<file path="src/rtl/latch_array.sv">
// latch_array: CHANNELS lanes of WIDTH-bit clocked "transparent-low" latches.
// Each lane's active-low gate passes through a stability filter before it
// takes effect; a four-phase snapshot handshake copies every lane's q on a
// single edge so downstream logic sees a coherent set of values.
//
// Optional feature: define LATCH_ARRAY_PARITY_EN to register per-lane even
// parity alongside q. Without it, par is tied to zero and no parity logic
// is built.
//
// FILTER must lie in 1..15 so that FILTER-1 fits the 4-bit stability counter.

module latch_array #(
  parameter int WIDTH    = 8,
  parameter int CHANNELS = 4,
  parameter int FILTER   = 2
) (
  input  logic                         clk,
  input  logic                         rst_n,
  input  logic [CHANNELS-1:0]          gate_n,
  input  logic [CHANNELS*WIDTH-1:0]    d,
  output logic [CHANNELS*WIDTH-1:0]    q,
  output logic [CHANNELS-1:0]          open,
  input  logic                         snap_req,
  output logic                         snap_ack,
  output logic [CHANNELS*WIDTH-1:0]    snap_q,
  output logic [CHANNELS-1:0]          par
);

  localparam logic [3:0] FILTER_M1 = 4'(FILTER - 1);

  typedef enum logic {
    IDLE = 1'b0,
    ACK  = 1'b1
  } snap_state_e;

  // Filtered gates (1 = closed) and their stability counters.
  logic [CHANNELS-1:0]         gf_q, gf_d;
  logic [CHANNELS-1:0][3:0]    cnt_q, cnt_d;
  logic [CHANNELS*WIDTH-1:0]   q_q, q_d;

  // Snapshot handshake state and its registered outputs.
  snap_state_e                 state_q;
  logic                        snap_ack_q;
  logic [CHANNELS*WIDTH-1:0]   snap_data_q;

  // Gate filter and lane data: next-state for every lane.
  always_comb begin
    // NOTE: every output of this block gets a default before any branch, so a
    // path that skips an assignment holds the old value instead of a latch.
    gf_d  = gf_q;
    cnt_d = cnt_q;
    q_d   = q_q;
    for (int i = 0; i < CHANNELS; i++) begin
      if (gate_n[i] != gf_q[i]) begin
        // Raw gate disagrees with the filtered one; it must hold steady for
        // FILTER consecutive edges before it is accepted.
        if (cnt_q[i] == FILTER_M1) begin
          gf_d[i]  = gate_n[i];
          cnt_d[i] = '0;
        end else begin
          cnt_d[i] = cnt_q[i] + 4'd1;
        end
      end else begin
        // Any bounce back to the filtered value restarts the count.
        cnt_d[i] = '0;
      end
      // Uses the pre-edge filtered gate, so the closing edge still loads.
      if (!gf_q[i]) begin
        q_d[i*WIDTH +: WIDTH] = d[i*WIDTH +: WIDTH];
      end
    end
  end

  // Lane registers: filtered gates, counters and latched data.
  always_ff @(posedge clk or negedge rst_n) begin
    if (!rst_n) begin
      gf_q  <= '1;
      cnt_q <= '0;
      q_q   <= '0;
    end else begin
      // NOTE: state registers use non-blocking assignments so every flop
      // samples the pre-edge values regardless of statement order.
      gf_q  <= gf_d;
      cnt_q <= cnt_d;
      q_q   <= q_d;
    end
  end

  // Snapshot FSM: capture all lanes on IDLE->ACK, release when req drops.
  always_ff @(posedge clk or negedge rst_n) begin
    if (!rst_n) begin
      state_q     <= IDLE;
      snap_ack_q  <= 1'b0;
      snap_data_q <= '0;
    end else begin
      case (state_q)
        IDLE: begin
          if (snap_req) begin
            state_q     <= ACK;
            snap_ack_q  <= 1'b1;
            snap_data_q <= q_q;
          end
        end
        ACK: begin
          if (!snap_req) begin
            state_q    <= IDLE;
            snap_ack_q <= 1'b0;
          end
        end
        default: begin
          state_q    <= IDLE;
          snap_ack_q <= 1'b0;
        end
      endcase
    end
  end

`ifdef LATCH_ARRAY_PARITY_EN
  logic [CHANNELS-1:0] par_q, par_d;

  // Parity tracks q: same load condition, computed from the incoming data.
  always_comb begin
    par_d = par_q;
    for (int i = 0; i < CHANNELS; i++) begin
      if (!gf_q[i]) begin
        par_d[i] = ^d[i*WIDTH +: WIDTH];
      end
    end
  end

  // Parity register.
  always_ff @(posedge clk or negedge rst_n) begin
    if (!rst_n) begin
      par_q <= '0;
    end else begin
      par_q <= par_d;
    end
  end

  assign par = par_q;
`else
  assign par = '0;
`endif

  assign q        = q_q;
  assign open     = ~gf_q;
  assign snap_ack = snap_ack_q;
  assign snap_q   = snap_data_q;

endmodule

</file>
<file path="config.mk">
export PLATFORM = sky130hd
export DESIGN_NAME = latch_array
export DESIGN_NICKNAME = d
export VERILOG_FILES = /design/src/rtl/latch_array.sv
export SDC_FILE = /design/constraint.sdc
export NUM_CORES = 1
export LEC_CHECK = 0
export BUFFER_PORTS_ARGS = -buffer_cell sky130_fd_sc_hd__buf_4
export CAP_MARGIN = 30
export CORE_UTILIZATION = 40
export DETAILED_ROUTE_END_ITERATION = 10
export PLACE_DENSITY_LB_ADDON = 0.12
export REMOVE_ABC_BUFFERS = 1
export SYNTH_ARGS = -nofsm -noshare
export SYNTH_HDL_FRONTEND = slang
export SYNTH_SLANG_ARGS = --single-unit
</file>
<file path="constraint.sdc">
create_clock -name clk -period 1.7 [get_ports clk]
set_clock_uncertainty 0.1 [all_clocks]
set_input_delay 0 -clock clk [delete_from_list [all_inputs] [get_ports clk]]
set_output_delay 0 -clock clk [all_outputs]
set_load 0.02 [all_outputs]
</file>
---- Yosys cells after proc, flatten, opt, wreduce, memory -nomap -nowiden ----
Index checks and enable logic that the tools add are counted.
word-level totals
  flip-flop bits (word level) ............. 86
  output and inout port bits .............. 73
  bits of input ports ..................... 39
  logic and storage cells ................. 49
operators by class
  multiplexer cells ....................... 12
  reduce and logical (&&, ||, !) cells .... 6
  bitwise gates (word level) .............. 2
  add/sub/neg operators ................... 4
  equal/unequal tests ..................... 10
operator list
  kind                                                                   number
  4-bit 2-to-1 mux                                                       8
  4-bit by 1-bit adder with 4-bit output, second input constant          4
  4-bit by 1-bit equality test with 1-bit output, second input constant  4
  2-bit AND reduction                                                    6
  1-bit inequality test                                                  4
  2-bit inequality test, second input constant                           2
  4-bit inverter                                                         1
  1-bit 2-to-1 mux                                                       3
  1-bit case mux with 2 select lines                                     1
  1-bit inverter                                                         1

---- Depth between registers and ports, before layout ----
Gate-level depths: netlist (run 1).
  depth after elaboration ................. 3
  gate-level depth with buffers ........... 5

---- Worst setup path after synthesis (run 1) ----
No wires, ideal clock.
  path type ............................... flip-flop to flip-flop
  start point ............................. register state_q
  end point ............................... register snap_data_q[0], in the netlist snap_q[0]
  arrival time ............................ 1.098 ns
  path buffers ............................ 2
  setup slack ............................. 0.377 ns
  setup time .............................. 0.125 ns
  required time ........................... 1.475 ns
  cell stages (with the launch flop) ...... 6
  path through ............................ dfrtp_1 > inv_1 > ha_1 > buf_6 > buf_12 > mux2_4
between the ends
  word-level cells in the longest chain between the ends .. 2
ends and longest elaborated chain
  item                                  line  source
  from (decl)                           42    snap_state_e state_q;
  from (signal assigned)                92    state_q <= IDLE;
  from (signal assigned)                99    state_q <= ACK;
  from (signal assigned)                106   state_q <= IDLE;
  1-bit inverter                        -
  2-bit AND reduction (no source line)  -
  to (signal assigned)                  101   snap_data_q <= q_q;
  to (decl)                             44    logic [CHANNELS*WIDTH-1:0] snap_data_q;
No other way between the ends.
A chain may end at the register's enable or synchronous reset.

---- Worst setup path in the final report (run 1) ----
  start point ............................. register state_q
  end point ............................... register snap_data_q[17], in the netlist snap_q[17]
Same word-level chain as after synthesis.

==> flow_metrics.tcl, run 1 <==
set metrics [dict create \
    status "finished, final reports clean" \
    synth.distinct_cells 17 \
    post_cts_resized 0 \
    final-instance-count-excl-fill 496 \
    setup-violations-final 0 \
    drv.max_cap_violation_count 0 \
    yosys-top-cells-area "sky130_fd_sc_hd__dfrtp_1, sky130_fd_sc_hd__mux2_4, sky130_fd_sc_hd__mux2_2, sky130_fd_sc_hd__ha_1, sky130_fd_sc_hd__dfstp_2" \
    crit_path_max_incr_delay_ns 0.38 \
    worst_ep_required_time_ns 1.84 \
    hold-worst-slack_ns 0.01608 \
    worst-endpoint-arrival_ns 1.58 \
    worstSetupPathType "reg2reg" \
    max_freq_mhz 694.2 \
    drt_pass1_iterations 4 \
    detailed_route_vias_per_instance 4.452 \
    sw_frac_of_total_pct 35.19 \
    groute.layer.met1.usage_pct 20.57 \
    grt_max_degree 38 \
    synth-seq-cells 86 \
    detail_route.drc_violations 0 \
    yosys.area.top_type "sky130_fd_sc_hd__dfrtp_1" \
    design.core.area_sq_mm 0.008678 \
    cts.clk_slew.worst_paths_ns 0.08 \
    finalCriticalPeriod_ns 1.440 \
    io_pins 112 \
    dieHeight_um 96.49 \
    unrepaired_setup_endpoints_after_global_routing "no" \
    route.detailed.wl_per_inst_um 13.51 \
    final_antenna_net_count 0 \
    worstSkewPairLatency_ns 0.35 \
    grt_most_used_layer "met2" \
    setup_ws_ns 0.2595 \
    synth_most_common_cell "sky130_fd_sc_hd__dfrtp_1" \
    grt_first_pass_wirelength_um 10470 \
    finalMaxSlewViolations 0 \
    fillerInstances 699 \
    drt_wl_total_um 6701 \
    crit_path_cells "inv_1 -> ha_2 -> buf_12 -> mux2_2" \
    syn_avg_cell_area_sq_um 15.46 \
    post-cts-setup-buffer-count 0 \
    synth-warning-count 0 \
    synthCells 231 \
    global_route.usage.met2_pct 21.95 \
    starting_density_pct 41.15 \
    irDropWorstVdd_mv 0.9631 \
    cts_tree "done" \
    cts-buffers-inserted 9 \
    yosys.area.top_type_share_pct 57.46 \
    syn_to_final_growth_pct 42.33 \
    powerDensity_mw_per_mm2 1915 \
    endpoint_kind "flip-flop" \
    synth-main-ff-cell "sky130_fd_sc_hd__dfrtp_1" \
    yosys-top-cells-count "sky130_fd_sc_hd__dfrtp_1, sky130_fd_sc_hd__mux2_2, sky130_fd_sc_hd__mux2_4" \
    ratio_of_cells_with_drive_above_1_in_the_final_layout_pct 51.55 \
    postSynth.asyncResetShare_pct 100.0 \
    worst_r2r_end "snap_q[17]" \
    cts_hold_buffers 38 \
    antenna_found_initial 0 \
    synthesis.area_sq_mm 0.003571 \
    die_width_um 96.49 \
    sequential_cell_area_sq_mm 0.002157 \
    dp_worst_setup_slack_ns 0.2372 \
    cts-root-to-sink-buffers 2 \
    tritoncts_num_sinks 86 \
    hpwl_um 4475 \
    synth-edff-count 0 \
    seq_power_share_pct 39.5 \
    clock-root-buffer "sky130_fd_sc_hd__clkbuf_8" \
    fp-row-count 34 \
    startpoint_type "flip-flop" \
    crit_slowest_cell "sky130_fd_sc_hd__dfrtp_1" \
    power.leakage_nw 2.443 \
    power.net_switching_mw 3.425 \
    setup.reg_to_reg.worst_slack_ns 0.26 \
    detail_route.iter0.violations 37 \
    p_comb_share_pct 42.8 \
    global_route.usage.met3_pct 5.869 \
    gr-total-overflow 0 \
    placedCellCount 442 \
    num_antenna_cells 0 \
    dieArea_sq_mm 0.009309 \
    crit_path_max_fanout 29 \
    cts-htree-levels 3 \
    totalNegativeSetupSlack_ns 0 \
    synth_seq_area_share_pct 60.41 \
    worstRegToRegCells 4 \
    number_of_global_route_vias_before_repair 2177 \
    vias 2208 \
    final_min_period_over_clock_period_pct 84.73 \
    timing.rr.start "state_q" \
    grt_util_all_layers_pct 15.19 \
    finalWeightedCongestion 0.6526 \
    min_path_type "in2async" \
    power.internal_mw 6.309 \
    hold_violations 0 \
    buffer_ports.inserted 107 \
    nets 431 \
    power_frac_clock_pct 17.8 \
    multiInputGateArea_sq_mm 0.001262 \
]
==> layout make-up <==
cell class,count,share of cell area (%)
Sequential cell,86,42.44
Multi-Input combinational cell,127,24.84
Timing Repair Buffer,150,24.52
Clock buffer,11,2.782
Tap cell,108,2.659
Clock inverter,5,2.093
Inverter,9,0.6647
==> cells in the final DEF (no fill, tap or decap), types with 2 or more instances in the layout <==
cell and n:
sky130_fd_sc_hd__nand3_1 4, sky130_fd_sc_hd__conb_1 4, sky130_fd_sc_hd__buf_4 110, sky130_fd_sc_hd__mux2_2 38
sky130_fd_sc_hd__nor2_1 20, sky130_fd_sc_hd__mux2_4 30, sky130_fd_sc_hd__buf_12 2, sky130_fd_sc_hd__inv_1 9
sky130_fd_sc_hd__nand2_1 5, sky130_fd_sc_hd__a21o_1 4, sky130_fd_sc_hd__dlygate4sd3_1 38, sky130_fd_sc_hd__bufinv_16 3
sky130_fd_sc_hd__ha_1 8, sky130_fd_sc_hd__dfrtp_1 82, sky130_fd_sc_hd__xnor2_1 8, sky130_fd_sc_hd__xor2_1 4
sky130_fd_sc_hd__clkbuf_8 10, sky130_fd_sc_hd__dfstp_2 4
==> kinds of logic (layout without fill, tap and decap cells) <==
kind of cell	after synthesis	after routing	synth area share (%)
compound gates	5	5	0.9810
xor+xnor	12	12	2.943
fa+ha+maj	9	9	3.154
buf+inv	21	175	4.625
flops	86	86	60.41
mux	68	68	24.60
other cells	1	4	0.1050
simple gates	29	29	3.189
==> metal layers <==
metal	share of wire (%)	wire length, um	vias to the layer above
met1	48	3215	1056
met3	6.5	435	10
met5	0	0	-
met4	1.2	83	0
li1	-	-	1070
met2	44	2967	72
==> critical path, delay by kind of cell (launching register included) <==
kind / cells / cell delay, ns
fa+ha+maj: 1 / 0.20
buf+inv: 2 / 0.30
flops: 1 / 0.38
mux: 1 / 0.36
==> stage by stage <==
| step | utilization [%] | instance area (sq um) | power (mW) |
|---|---|---|---|
| global route | 58.56 | 5082 | 10.32 |
| detailed placement | 51.33 | 4454 | 8.007 |
| CTS | 58.56 | 5082 | 9.844 |
| floorplan | - | 3451 | 6.184 |
| finish | 58.56 | 5082 | 9.734 |
| global placement | 51.33 | 4454 | 7.948 |
==> sequential cells by signal, summed over array words and instances, names as in the netlist <==
signal	count
state_q	1
snap_ack	1
snap_q	32
cnt_q	16
gf_q	4
q	32
==> power by group through the flow <==
| stage | sequential, mW | clock, mW | combinational [mW] |
|---|---|---|---|
| detailed placement | 3.88 | 0 | 4.12 |
| global route | 3.99 | 1.88 | 4.45 |
| CTS | 3.86 | 1.79 | 4.20 |
| finish | 3.84 | 1.73 | 4.17 |
| floorplan | 4.67 | 0 | 1.52 |
| global placement | 3.87 | 0 | 4.07 |
==> worst max-delay path by stage <==
stage          startpoint         end  slack (ns)  depth (start not counted)
3_5_place_dp      state_q  snap_q[18]        0.24                          4
6_report          state_q  snap_q[17]        0.26                          4
3_3_place_gp      state_q  snap_q[18]        0.26                          4
2_1_floorplan     state_q  snap_q[17]       -0.57                          3
4_1_cts           state_q  snap_q[17]        0.23                          4
5_1_grt           state_q  snap_q[17]        0.19                          4
(Power assumes the default switching activity.)
==> run 2, diff against run 1 <==
==> constraint.sdc (replaced) <==
create_clock -name clk -period 1.3 [get_ports clk]
set_clock_uncertainty 0.1 [all_clocks]
set_input_delay 0 -clock clk [delete_from_list [all_inputs] [get_ports clk]]
set_output_delay 0 -clock clk [all_outputs]
set_load 0.02 [all_outputs]
==> flow_metrics.tcl, run 2 (same netlist as run 1, synthesis figures left out) <==
set metrics [dict create \
    stdcell_area_sq_mm 0.005318 \
    tritoncts_num_sinks 86 \
    worst-endpoint-arrival_ns 1.52 \
    worst_ep_required_time_ns 1.43 \
    grt_util_all_layers_pct 16.75 \
    num_antenna_cells 0 \
    worstSetupPathType "reg2reg" \
    die_width_um 96.49 \
    buffer_ports.inserted 107 \
    powerDensity_mw_per_mm2 2499 \
    starting_density_pct 41.15 \
    totalNegativeSetupSlack_ns -2.204 \
    finalMaxSlewViolations 0 \
    fp-row-count 34 \
    power.leakage_nw 2.593 \
    dieHeight_um 96.49 \
    power.internal_mw 8.566 \
    hpwl_um 4674 \
    placedInstanceArea_sq_mm 0.004459 \
    final_min_period_over_clock_period_pct 106.8 \
    number_of_global_route_vias_before_repair 2306 \
    seq_power_share_pct 37.3 \
    endpoint_kind "flip-flop" \
    most-common-layout-cells "sky130_fd_sc_hd__buf_4, sky130_fd_sc_hd__dfrtp_1, sky130_fd_sc_hd__mux2_4" \
    dp_worst_setup_slack_ns -0.1210 \
    cts-htree-levels 3 \
    cts.clk_slew.worst_paths_ns 0.09 \
    drt_pass1_iterations 4 \
    route.detailed.wl_per_inst_um 14.87 \
    status "finished, violations left" \
    final_core_util_pct 61.27 \
    cts-root-to-sink-buffers 2 \
    worstSkewPairLatency_ns 0.34 \
    ratio_of_cells_with_drive_above_1_in_the_final_layout_pct 54.48 \
    io_pins 112 \
    cts-buffers-inserted 9 \
    placedCellCount 441 \
    power.net_switching_mw 4.722 \
    dieArea_sq_mm 0.009309 \
    crit_path_max_fanout 11 \
    detail_route.iter0.violations 28 \
    gr-total-overflow 0 \
    clock-root-buffer "sky130_fd_sc_hd__clkbuf_8" \
    met3RoutedLength_um 384 \
    syn_to_final_growth_pct 48.91 \
    routed.top_layer "met4" \
    violations "setup timing" \
    power_frac_clock_pct 15.2 \
    grt_max_degree 33 \
    grt_first_pass_wirelength_um 11490 \
    detail_route.drc_violations 0 \
    setup-violations-final 33 \
    vias 2323 \
    sw_frac_of_total_pct 35.54 \
    nets 445 \
    met1_length_um 3387 \
    met2_length_um 3752 \
    irDropWorstVdd_mv 1.734 \
    final-instance-count-excl-fill 510 \
    drv.max_cap_violation_count 0 \
    max_freq_mhz 720.2 \
    startpoint_type "flip-flop" \
    mostFrequentLayoutCell "sky130_fd_sc_hd__buf_4" \
    hold_violations 0 \
    cts_tree "done" \
    detailed_route_vias_per_instance 4.555 \
    drt_wl_total_um 7585 \
    finalWeightedCongestion 0.6591 \
    final_antenna_net_count 0 \
    unrepaired_setup_endpoints_after_global_routing "yes" \
    setup_ws_ns -0.08842 \
    design.core.area_sq_mm 0.008678 \
    finalCriticalPeriod_ns 1.388 \
    fillerInstances 671 \
    antenna_found_initial 0 \
    min_path_type "in2async" \
    p_comb_share_pct 47.5 \
]
## run 2: changes by cell type in the layout (fill, tap and decap cells not counted), moves of 2 or more
cell and change:
sky130_fd_sc_hd__buf_12 +3, sky130_fd_sc_hd__buf_6 +12, sky130_fd_sc_hd__clkinv_2 +2, sky130_fd_sc_hd__inv_1 -2, sky130_fd_sc_hd__inv_2 +2, sky130_fd_sc_hd__mux2_2 -13
sky130_fd_sc_hd__mux2_4 +13, sky130_fd_sc_hd__xnor2_1 -3, sky130_fd_sc_hd__xnor2_2 +3
## run 2: final cells by class
cell class                      instances  area, sq um  area share (%)
Multi-Input combinational cell        127         1344           25.27
Tap cell                              108        135.1           2.541
Inverter                                9        33.78          0.6353
Clock buffer                           10        127.6           2.400
Sequential cell                        86         2157           40.56
Clock inverter                          6        86.33           1.624
Timing Repair Buffer                  164         1434           26.96
## run 2: worst paths after layout
kind / cells after the start / end / start / slack (ns)
max in group asynchronous: 3 / gf_q[0] / rst_n / 0.52
hold / removal: 2 / q[20] / rst_n / 0.02
setup reg to reg: 4 / snap_q[8] / state_q / -0.09
hold reg to reg: 1 / cnt_q[8] / cnt_q[8] / 0.39
setup / recovery: 4 / snap_q[8] / state_q / -0.09
min in group clk: 2 / state_q / snap_req / 0.26
## run 2: metrics by stage
step | power [mW] | hold WS (ns)
floorplan | 8.087 | -0.3956
global placement | 10.42 | -0.1519
detailed placement | 10.50 | -0.1485
CTS | 13.06 | 0.01549
global route | 14.05 | 0.03995
finish | 13.29 | 0.01755
## run 2: critical path, stage by stage, from the launching register on
cell	delay, ns
sky130_fd_sc_hd__dfrtp_1	0.40
sky130_fd_sc_hd__inv_2	0.08
sky130_fd_sc_hd__ha_4	0.20
sky130_fd_sc_hd__buf_12	0.18
sky130_fd_sc_hd__mux2_4	0.31
## run 2: routing by layer
metal	GRT usage (%)	vias to the layer above
met1	22.00	1149
met2	27.11	71
met5	0	-
met3	4.460	6
li1	-	1097
met4	5.147	0
## run 2: power by group through the flow
| stage | logic [mW] | clock network [mW] | registers (mW) |
|---|---|---|---|
| CTS | 6.04 | 2.09 | 4.92 |
| finish | 6.32 | 2.01 | 4.96 |
| global route | 6.74 | 2.18 | 5.13 |
| floorplan | 1.99 | 0 | 6.10 |
| detailed placement | 5.39 | 0 | 5.11 |
| global placement | 5.33 | 0 | 5.09 |
## run 2: what timing repair did
item,CTS,global route
pin swaps,0,8
gates resized for setup,7,29
endpoints found under the setup margin,44,56
cloned,2,0
hold buffers,38,0
hold endpoints to repair,138,0
buffers inserted,14,1
